==> config.mk <==
export PLATFORM = sky130hd
export DESIGN_NAME = ika9958_dlclk_master
export DESIGN_NICKNAME = d
export VERILOG_FILES = /design/src/rtl/ika9958_dlclk_master.sv
export SDC_FILE = /design/constraint.sdc
export NUM_CORES = 1
export LEC_CHECK = 0
export ABC_AREA = 1
export CAP_MARGIN = 5
export CELL_PAD_IN_SITES_DETAIL_PLACEMENT = 1
export CELL_PAD_IN_SITES_GLOBAL_PLACEMENT = 1
export CORE_ASPECT_RATIO = 1.4
export CORE_MARGIN = 2
export CORE_UTILIZATION = 29
export DETAILED_ROUTE_END_ITERATION = 10
export HOLD_SLACK_MARGIN = 0.05
export PLACE_DENSITY_LB_ADDON = 0.1
export SLEW_MARGIN = 20
export SYNTH_ARGS = -nofsm -noshare
export SYNTH_HDL_FRONTEND = slang
export SYNTH_SLANG_ARGS = --single-unit
==> constraint.sdc <==
create_clock -name i_XTAL1 -period 2.39 [get_ports i_XTAL1]
set_clock_uncertainty 0.2 [all_clocks]
set_input_delay 0.5975 -clock i_XTAL1 [delete_from_list [all_inputs] [get_ports i_XTAL1]]
set_output_delay 0.5975 -clock i_XTAL1 [all_outputs]
set_load 0.05 [all_outputs]
==> src/rtl/ika9958_dlclk_master.sv <==
// DHCLK_n/DLCLK_n pair generator for driving a slave VDP's external DLCLK input,
// with one-tick phase slips and a lock monitor on the echoed DLCLK_n.
module ika9958_dlclk_master #(
    parameter int LOCK_CNT = 4
) (
    input  logic i_XTAL1,
    input  logic i_RST_n,
    input  logic i_XTAL_NCEN,
    input  logic i_SLIP,
    input  logic i_DLCLK_RET_n,
    output logic o_DHCLK_n,
    output logic o_DLCLK_n,
    output logic o_DHCLK_FALL,
    output logic o_DHCLK_RISE,
    output logic o_DLCLK_FALL,
    output logic o_DLCLK_RISE,
    output logic o_SLIP_BUSY,
    output logic o_LOCKED
);

    localparam logic [3:0] LOCK_MAX = 4'(LOCK_CNT);

    logic [1:0] p_q, p_d;
    logic       pend_q, pend_d;
    logic       held_q, held_d;
    logic [1:0] sync_q, sync_d;
    logic [3:0] cnt_q, cnt_d;
    logic       hold, adv, chk, match, r;

    always_comb begin
        r      = sync_q[1];
        // A slip only lands on the first tick of a p==3 dwell, so back-to-back
        // requests can never stretch the same low phase twice.
        hold   = i_XTAL_NCEN && (p_q == 2'd3) && pend_q && !held_q;
        adv    = i_XTAL_NCEN && !hold;
        p_d    = adv ? p_q + 2'd1 : p_q;
        sync_d = {sync_q[0], i_DLCLK_RET_n};

        pend_d = pend_q;
        if (hold) begin
            pend_d = 1'b0;
        end else if (i_SLIP && !pend_q) begin
            pend_d = 1'b1;
        end

        held_d = held_q;
        if (hold) begin
            held_d = 1'b1;
        end else if (i_XTAL_NCEN) begin
            held_d = 1'b0;
        end

        chk   = adv && p_q[0];
        match = (p_q == 2'd1) ? r : !r;
        cnt_d = cnt_q;
        if (hold || (chk && !match)) begin
            cnt_d = 4'd0;
        end else if (chk && (cnt_q != LOCK_MAX)) begin
            cnt_d = cnt_q + 4'd1;
        end

        o_DHCLK_FALL = i_RST_n && adv && !p_q[0];
        o_DHCLK_RISE = i_RST_n && adv && p_q[0];
        o_DLCLK_FALL = i_RST_n && adv && (p_q == 2'd1);
        o_DLCLK_RISE = i_RST_n && adv && (p_q == 2'd3);
    end

    always_ff @(posedge i_XTAL1) begin
        if (!i_RST_n) begin
            p_q    <= 2'd0;
            pend_q <= 1'b0;
            held_q <= 1'b0;
            sync_q <= 2'b11;
            cnt_q  <= 4'd0;
        end else begin
            p_q    <= p_d;
            pend_q <= pend_d;
            held_q <= held_d;
            sync_q <= sync_d;
            cnt_q  <= cnt_d;
        end
    end

    assign o_DHCLK_n   = ~p_q[0];
    assign o_DLCLK_n   = ~p_q[1];
    assign o_SLIP_BUSY = pend_q;
    assign o_LOCKED    = (cnt_q == LOCK_MAX);

endmodule

After elaboration in Yosys (flattened, before gate mapping)
Index checks and enable logic that the tools add are counted.
{"block": "totals", "regBits": 10, "input_bits": 5, "out_inout_bits": 8, "wordCells": 40}
{"block": "classes", "addsub": 2, "eq_ne": 4, "n_mux": 3, "n_bitwise": 3, "reduce_logical": 23}
{"operator": "logical AND 1 bit", "n": 13}
{"operator": "zero test 1 bit", "n": 6}
{"operator": "adder 4 x 1 -> 4 bit (second input constant)", "n": 1}
{"operator": "equality test 4 x 3 -> 1 bit (second input constant)", "n": 1}
{"operator": "!= test 4 x 3 -> 1 bit (second input constant)", "n": 1}
{"operator": "OR reduction 2 bit", "n": 2}
{"operator": "two-way mux 1 bit", "n": 3}
{"operator": "inverter 1 bit", "n": 3}
{"operator": "adder 2 x 1 -> 2 bit (second input constant)", "n": 1}
{"operator": "equality test 2 x 1 -> 1 bit (second input constant)", "n": 1}
{"operator": "equality test 2 bit (second input constant)", "n": 1}
{"operator": "nonzero test 2 bit", "n": 1}
{"operator": "logical OR 1 bit", "n": 1}

Logic depth before layout (Yosys ltp)
Gate-level depths: netlist of the first run.
{"block": "depth", "ltp_word": 10, "depth_mapped": 8, "mapped_depth_nobuf": 8}

Least setup slack after synthesis of the first run
Ideal clock, no wire load.
{"block": "synth_timing", "kind": "register -> output", "startpoint": "reg p_q[1]", "endpoint": "out o_DLCLK_FALL", "arrival_time_ps": 1599, "required_time_ps": 1592, "slack_ps": -6, "path_stages_with_launch": 5, "path_buffers": 0, "cell_sequence": "dfxtp_1 > inv_1 > ha_1 > inv_1 > nor2_1"}
{"block": "synth_between", "elab_chain_cells": 8, "word_cells_on_any_way": 9, "cone_classes": "eq/ne (2); reduce/logical (7)"}
{"element": "start: declaration", "line_no": "23", "text": "logic [1:0] p_q, p_d;"}
{"element": "start signal: assignment", "line_no": "76", "text": "p_q <= p_d;"}
{"element": "equality test 2 bit", "line_no": "34", "text": "hold = i_XTAL_NCEN && (p_q == 2'd3) && pend_q && !held_q;"}
{"element": "logical AND 1 bit (3 in a row)", "line_no": "34"}
{"element": "zero test 1 bit", "line_no": "35", "text": "adv = i_XTAL_NCEN && !hold;"}
{"element": "logical AND 1 bit", "line_no": "35"}
{"element": "logical AND 1 bit", "line_no": "64", "text": "o_DLCLK_FALL = i_RST_n && adv && (p_q == 2'd1);"}
{"element": "logical AND 1 bit *", "line_no": "64"}
{"element": "end: declaration", "line_no": "15", "text": "output logic o_DLCLK_FALL,"}
Mark *: on every way between the ends. The rest lies on a longest branch, timed or not.

Final worst setup path of the first run
{"block": "layout_timing", "startpoint": "reg p_q[0]", "endpoint": "out o_DLCLK_FALL"}
Same word-level chain as after synthesis.

==> results of run 1 <==
==> registers in the layout (all words and copies together) (netlist names) <==
| register | flops |
|---|---|
| p_q | 2 |
| held_q | 1 |
| sync_q | 2 |
| cnt_q | 4 |
| o_SLIP_BUSY | 1 |
==> kinds of logic after synthesis <==
family / count (synthesis) / synth area share
compound gates: 11 / 0.135
simple gates: 32 / 0.268
flops: 10 / 0.373
fa+ha+maj: 4 / 0.0932
xor+xnor: 2 / 0.0326
buf+inv: 14 / 0.0979
==> worst paths after layout <==
check,startpoint,to,cells past startpoint
worst min register to register,sync_q[0]$_SDFF_PN1_,sync_q[1]$_SDFF_PN1_,1
worst max-delay path,p_q[0]$_SDFFE_PN0N_,o_DLCLK_FALL,7
worst min-delay path,sync_q[0]$_SDFF_PN1_,sync_q[1]$_SDFF_PN1_,1
worst max register to register,p_q[0]$_SDFFE_PN0N_,cnt_q[3]$_SDFFE_PP0P_,8
==> layout make-up <==
| type | count | area (sq um) |
|---|---|---|
| fillers | 221 | 933 |
| repair buffers | 16 | 195 |
| flip-flops and latches | 10 | 200 |
| clock buffers | 4 | 36.3 |
| well taps | 20 | 25.0 |
| multi-input cells | 49 | 314 |
| inverters | 14 | 52.6 |
==> timing repair <==
action	in CTS	in global routing
endpoints found under the hold margin	0	0
endpoints found under the setup margin	4	1
gates resized for setup	9	1
pin swaps	2	0
==> per-stage QoR <==
stage	hold slack (ps)	util	TNS [ps]
2_1_floorplan	193	-	0
3_3_place_gp	199	0.434	-578
3_5_place_dp	204	0.434	-676
4_1_cts	223	0.466	0
5_1_grt	239	0.469	0
6_report	220	0.469	0
==> cells in the mapped netlist (all sizes together) <==
master	count	share of area
nand2	15	0.11
inv	14	0.098
dfxtp	10	0.37
nor2	8	0.061
a21oi	7	0.072
nand3	5	0.047
ha	4	0.093
o21ai	3	0.049
nand4	2	0.023
or2	2	0.023
xor2	2	0.033
o21a	1	0.014
==> per-layer routing <==
| layer | GRT usage | wire, um | vias to the layer above |
|---|---|---|---|
| li1 | - | - | 268 |
| met4 | 0.0833 | 21 | 0 |
| met2 | 0.228 | 649 | 8 |
| met5 | 0 | 0 | - |
| met3 | 0.0520 | 43 | 4 |
| met1 | 0.166 | 527 | 240 |
==> power groups by stage <==
stage	Combinational [W]	Sequential, W	Clock, W
2_1_floorplan	0.0000504	0.000187	0
3_3_place_gp	0.0000962	0.000182	0
3_5_place_dp	0.0000973	0.000183	0
4_1_cts	0.000101	0.000179	0.000161
5_1_grt	0.000110	0.000180	0.000173
6_report	0.000101	0.000178	0.000157
==> results.toml, run 1 <==
[worst_setup_path]
r2r_slack_ps = 740
data_required_time_of_the_critical_path_ps = 1590
cp.buffers_inverters = 2
worst_setup_path_start_kind = "flop"
worst_setup_path_end_kind = "output port"
cell_chain_critical_path = "ha_1 -> nand2_1 -> o21ai_4 -> nor2_4 -> inv_2 -> nor2_4 -> buf_12"
worstPathArrival_ps = 1490
critical_path.most_common_cell = "nor2_4"
cp_max_fo = 3
critical_path_class = "reg -> out"
crit_path_top_delay_cell = "dfxtp_1"
slowest_delay_ps = 320
critical_path.top_delay_family = "simple AND/OR/NAND/NOR gates"

[timing]
fin_crit_sh = 0.956
report.final.slew_viol_count = 0
worst_slew_margin_rel = 0.671
min_period_ps = 2290
worstMarginPinSlew_ps = 492
grt_setup_unrepaired = "false"
hold_violations = 0
timing.final.setup_violations = 0
fin_ws_ps = 105
peak_clock_frequency_supported_by_timing_mhz = 438

[finish]
finish.net_count = 103
layoutNonFillerInstCount = 113
most_common_library_cell_in_the_layout_ignoring_fill_and_taps = "nand2_1"
area_growth_pct = 53.4
layout.cell_area.non_filler_sq_um = 823
layout.cells.most_common_list = "nand2_1 (13), inv_1 (12), dfxtp_1 (10), a21oi_1 (6)"
antenna_cells_inserted = 0
share_of_post_route_cells_with_drive_strength_above_1 = 0.290

[grt]
grt_remaining_overflow = 0
grt_util_all_layers = 0.146
grt_max_degree = 7
initial_antenna_violation_count = 0
first_global_vias = 502
grt_first_pass_wirelength_um = 2130

[placement]
place.port_buffers = 12
dp_worst_setup_slack_ps = -224
placer_s_final_routability_congestion_estimate = 0.749
dp.cells = 109
place_hpwl_um = 1010
placed_area_sq_um = 762

[power_and_ir_drop]
share_clk_of_total_power = 0.360
irDropWorstVdd_v = 0.000248
power.switching_w = 0.000130
power.combinational.fraction = 0.231
p_total_w = 0.000437
cellInternalPower_w = 0.000306
pwr-share-seq = 0.409
p_per_area_nw_per_um2 = 530
static-leakage-power_nw = 0.370
switching_share = 0.298

[floorplanning]
fp.dieArea_sq_um = 2220
fp.coreArea_sq_um = 1760
die_x_um = 40.4
die-height_um = 54.9
pin_count = 13
starting_density_of_the_core = 0.306
placementRows = 18

[logic_synthesis]
mapped_nets = 82
yosys_warnings = 0
syn-instance-count = 73
synthesized_flop_and_latch_total = 10
synth_cell_types = 17
synthesis.area_sq_um = 537
synthesis.area_per_instance_sq_um = 7.35
synth-seq-area-share = 0.373

[hold_path]
timing.hold.worst.class = "reg -> reg"

[clock_network]
clock_insertion_delay_worst_skew_ps = 270
ctsLongestPathBuffers = 2
cts_setup_buffers = 0
clkTransAtPathRegs_ps = 70
ctsRootBufferMaster = "clkbuf_4"
cts-buffers-inserted = 3
cts_tree = "yes"
cts_num_sinks = 10
cts-htree-levels = 1
cts_hold_buffers = 0

[detailed_routing]
first_pass_iters = 2
wirelength_per_cell_um = 11.0
via_count = 520
post-route-drc-count = 0
via_density_per_instance = 4.60
detailedRoute.firstIterationViolations = 3
detail-route-antenna-nets = 0
postRouteWirelength_um = 1240

[job]
drv.max_cap_violation_count = 0

[outcome]
run_status = "finished clean"
No activity file was read; power rests on OpenSTA's default activity.
==> inputs of run 2 (changes only) <==
Settings changed: CORE_MARGIN 2 to 4.
==> run 2 against run 1 <==
- critical path depth did not move
- sequential power hardly changed
- core utilization down 0.14 points
- register-to-register slack improved by 20 ps
- power about the same
- clock power is essentially flat
- die area is 18% higher
- global-route usage fell by 2.8 points
==> results.toml, run 2 (synthesis gave the netlist of run 1 again) <==
[outcome]
run_status = "finished clean"

[clock_network]
cts-htree-levels = 1
clock_insertion_delay_worst_skew_ps = 270
clkTransAtPathRegs_ps = 70
ctsRootBufferMaster = "clkbuf_4"
cts_hold_buffers = 0
cts_tree = "yes"
cts_num_sinks = 10
ctsLongestPathBuffers = 2
cts-buffers-inserted = 3
cts_setup_buffers = 0

[timing]
min_period_ps = 2300
fin_ws_ps = 86.3
grt_setup_unrepaired = "false"
hold_violations = 0
worst_slew_margin_rel = 0.669
fin_crit_sh = 0.964
timing.final.setup_violations = 0
report.final.slew_viol_count = 0
peak_clock_frequency_supported_by_timing_mhz = 434
worstMarginPinSlew_ps = 495

[floorplanning]
pin_count = 13
die-height_um = 58.9
die_x_um = 44.4
placementRows = 18
fp.dieArea_sq_um = 2610
fp.coreArea_sq_um = 1760
starting_density_of_the_core = 0.306

[detailed_routing]
via_count = 513
post-route-drc-count = 0
postRouteWirelength_um = 1310
detailedRoute.firstIterationViolations = 8
first_pass_iters = 3
wirelength_per_cell_um = 11.5
detail-route-antenna-nets = 0
via_density_per_instance = 4.54

[placement]
place.port_buffers = 12
placer_s_final_routability_congestion_estimate = 0.775
place_hpwl_um = 1040
dp_worst_setup_slack_ps = -224

[worst_setup_path]
worstPathArrival_ps = 1510
reg2reg_to = "cnt_q[2]$_SDFFE_PP0P_"
startpoint_of_the_lowest_slack_register_to_register_path = "p_q[0]$_SDFFE_PN0N_"
critical_path_class = "reg -> out"
cp_max_fo = 3
worst_setup_path_end_kind = "output port"
data_required_time_of_the_critical_path_ps = 1590
number_of_cells_on_the_worst_reg_to_reg_path = 8
r2r_slack_ps = 760
worst_setup_path_start_kind = "flop"

[finish]
max_reg_flops = 4
post-route-util = 0.467
number_of_inserted_filler_cells_in_the_final_layout = 221
antenna_cells_inserted = 0
layout_top_registers = "cnt_q: 4 flops, p_q: 2 flops, sync_q: 2 flops"
share_of_post_route_cells_with_drive_strength_above_1 = 0.301
multi_input_comb_area_sq_um = 312
finish.net_count = 103
largest-register = "cnt_q"
final-seq-area_sq_um = 200
layout.cells.most_common_list = "inv_1 (12), nand2_1 (12), dfxtp_1 (10), a21oi_1 (6)"
area_growth_pct = 52.9

[grt]
initial_antenna_violation_count = 0
grt_remaining_overflow = 0
grt_first_pass_wirelength_um = 2300
first_global_vias = 547
grt_max_degree = 7
grt_util_all_layers = 0.117

[power_and_ir_drop]
cellInternalPower_w = 0.000306
share_clk_of_total_power = 0.359
p_per_area_nw_per_um2 = 532
static-leakage-power_nw = 0.370
power.combinational.fraction = 0.232
irDropWorstVdd_v = 0.000382
power.switching_w = 0.000130
pwr-share-seq = 0.409
p_total_w = 0.000437
switching_share = 0.298

[hold_path]
worst_hold_path.num_cells = 1
timing.hold.worst.class = "reg -> reg"
hold_path_startpoint = "sync_q[0]$_SDFF_PN1_"
timing.hold.worst_endpoint = "sync_q[1]$_SDFF_PN1_"

[job]
drv.max_cap_violation_count = 0
## run 2: changes by cell type in the layout (fill, tap and decap cells not counted)
cell / before / now
nand2_2: 2 / 3
nor2_4: 4 / 3
nand2_1: 13 / 12
nor2_2: 1 / 2
## run 2: area by class of cell
class                           instances  share of cell area
Sequential cell                        10               0.244
Clock buffer                            4              0.0442
Inverter                               14              0.0640
Multi-Input combinational cell         49               0.380
Timing Repair Buffer                   16               0.238
Tap cell                               20              0.0305
## run 2: repair_timing
item	CTS	global route
resized for setup	9	1
setup endpoints to repair	4	3
pin swaps	2	0
## run 2: layer usage
metal  up-vias  routed length (um)  global-route usage  share of wire
li1        272                   -                   -              -
met1       229                 550               0.129           0.42
met2        10                 684               0.217           0.52
met3         2                  54              0.0336          0.041
met4         0                  16              0.0259          0.012
met5         -                   0                   0              0
## run 2: through the flow
| stage | cell area [sq um] | hold slack, ps | cells | setup TNS, ps |
|---|---|---|---|---|
| after floorplan | 539 | 193 | 73 | 0 |
| after global placement | 762 | 202 | 109 | -607 |
| after detailed placement | 762 | 209 | 109 | -619 |
| after CTS | 818 | 227 | 113 | 0 |
| after global routing | 821 | 236 | 113 | 0 |
| final | 821 | 220 | 113 | 0 |
## run 2: how the worst max path moves through the flow
stage,from,end,depth (start not counted)
after floorplan,p_q[0]$_SDFFE_PN0N_,o_DHCLK_FALL,6
after global placement,i_XTAL_NCEN,o_DHCLK_FALL,6
after detailed placement,i_XTAL_NCEN,o_DHCLK_RISE,6
after CTS,p_q[0]$_SDFFE_PN0N_,o_DHCLK_RISE,7
after global routing,p_q[1]$_SDFFE_PN0N_,o_DHCLK_RISE,7
final,p_q[0]$_SDFFE_PN0N_,o_DHCLK_RISE,7
## run 2: worst max-delay path, cell delays in order, from the launching register on
cell and delay, ps:
dfxtp_1 310, ha_1 240, nand2_2 100, o21ai_4 60, nor2_2 150, inv_2 100
nor2_4 130, buf_12 140
## run 2: power by group through the flow
stage | combinational (W) | sequential, W | clock, W
final | 0.000101 | 0.000179 | 0.000157
after global routing | 0.000110 | 0.000180 | 0.000169
after CTS | 0.000102 | 0.000179 | 0.000163
after detailed placement | 0.0000975 | 0.000182 | 0
after global placement | 0.0000965 | 0.000182 | 0
after floorplan | 0.0000504 | 0.000187 | 0
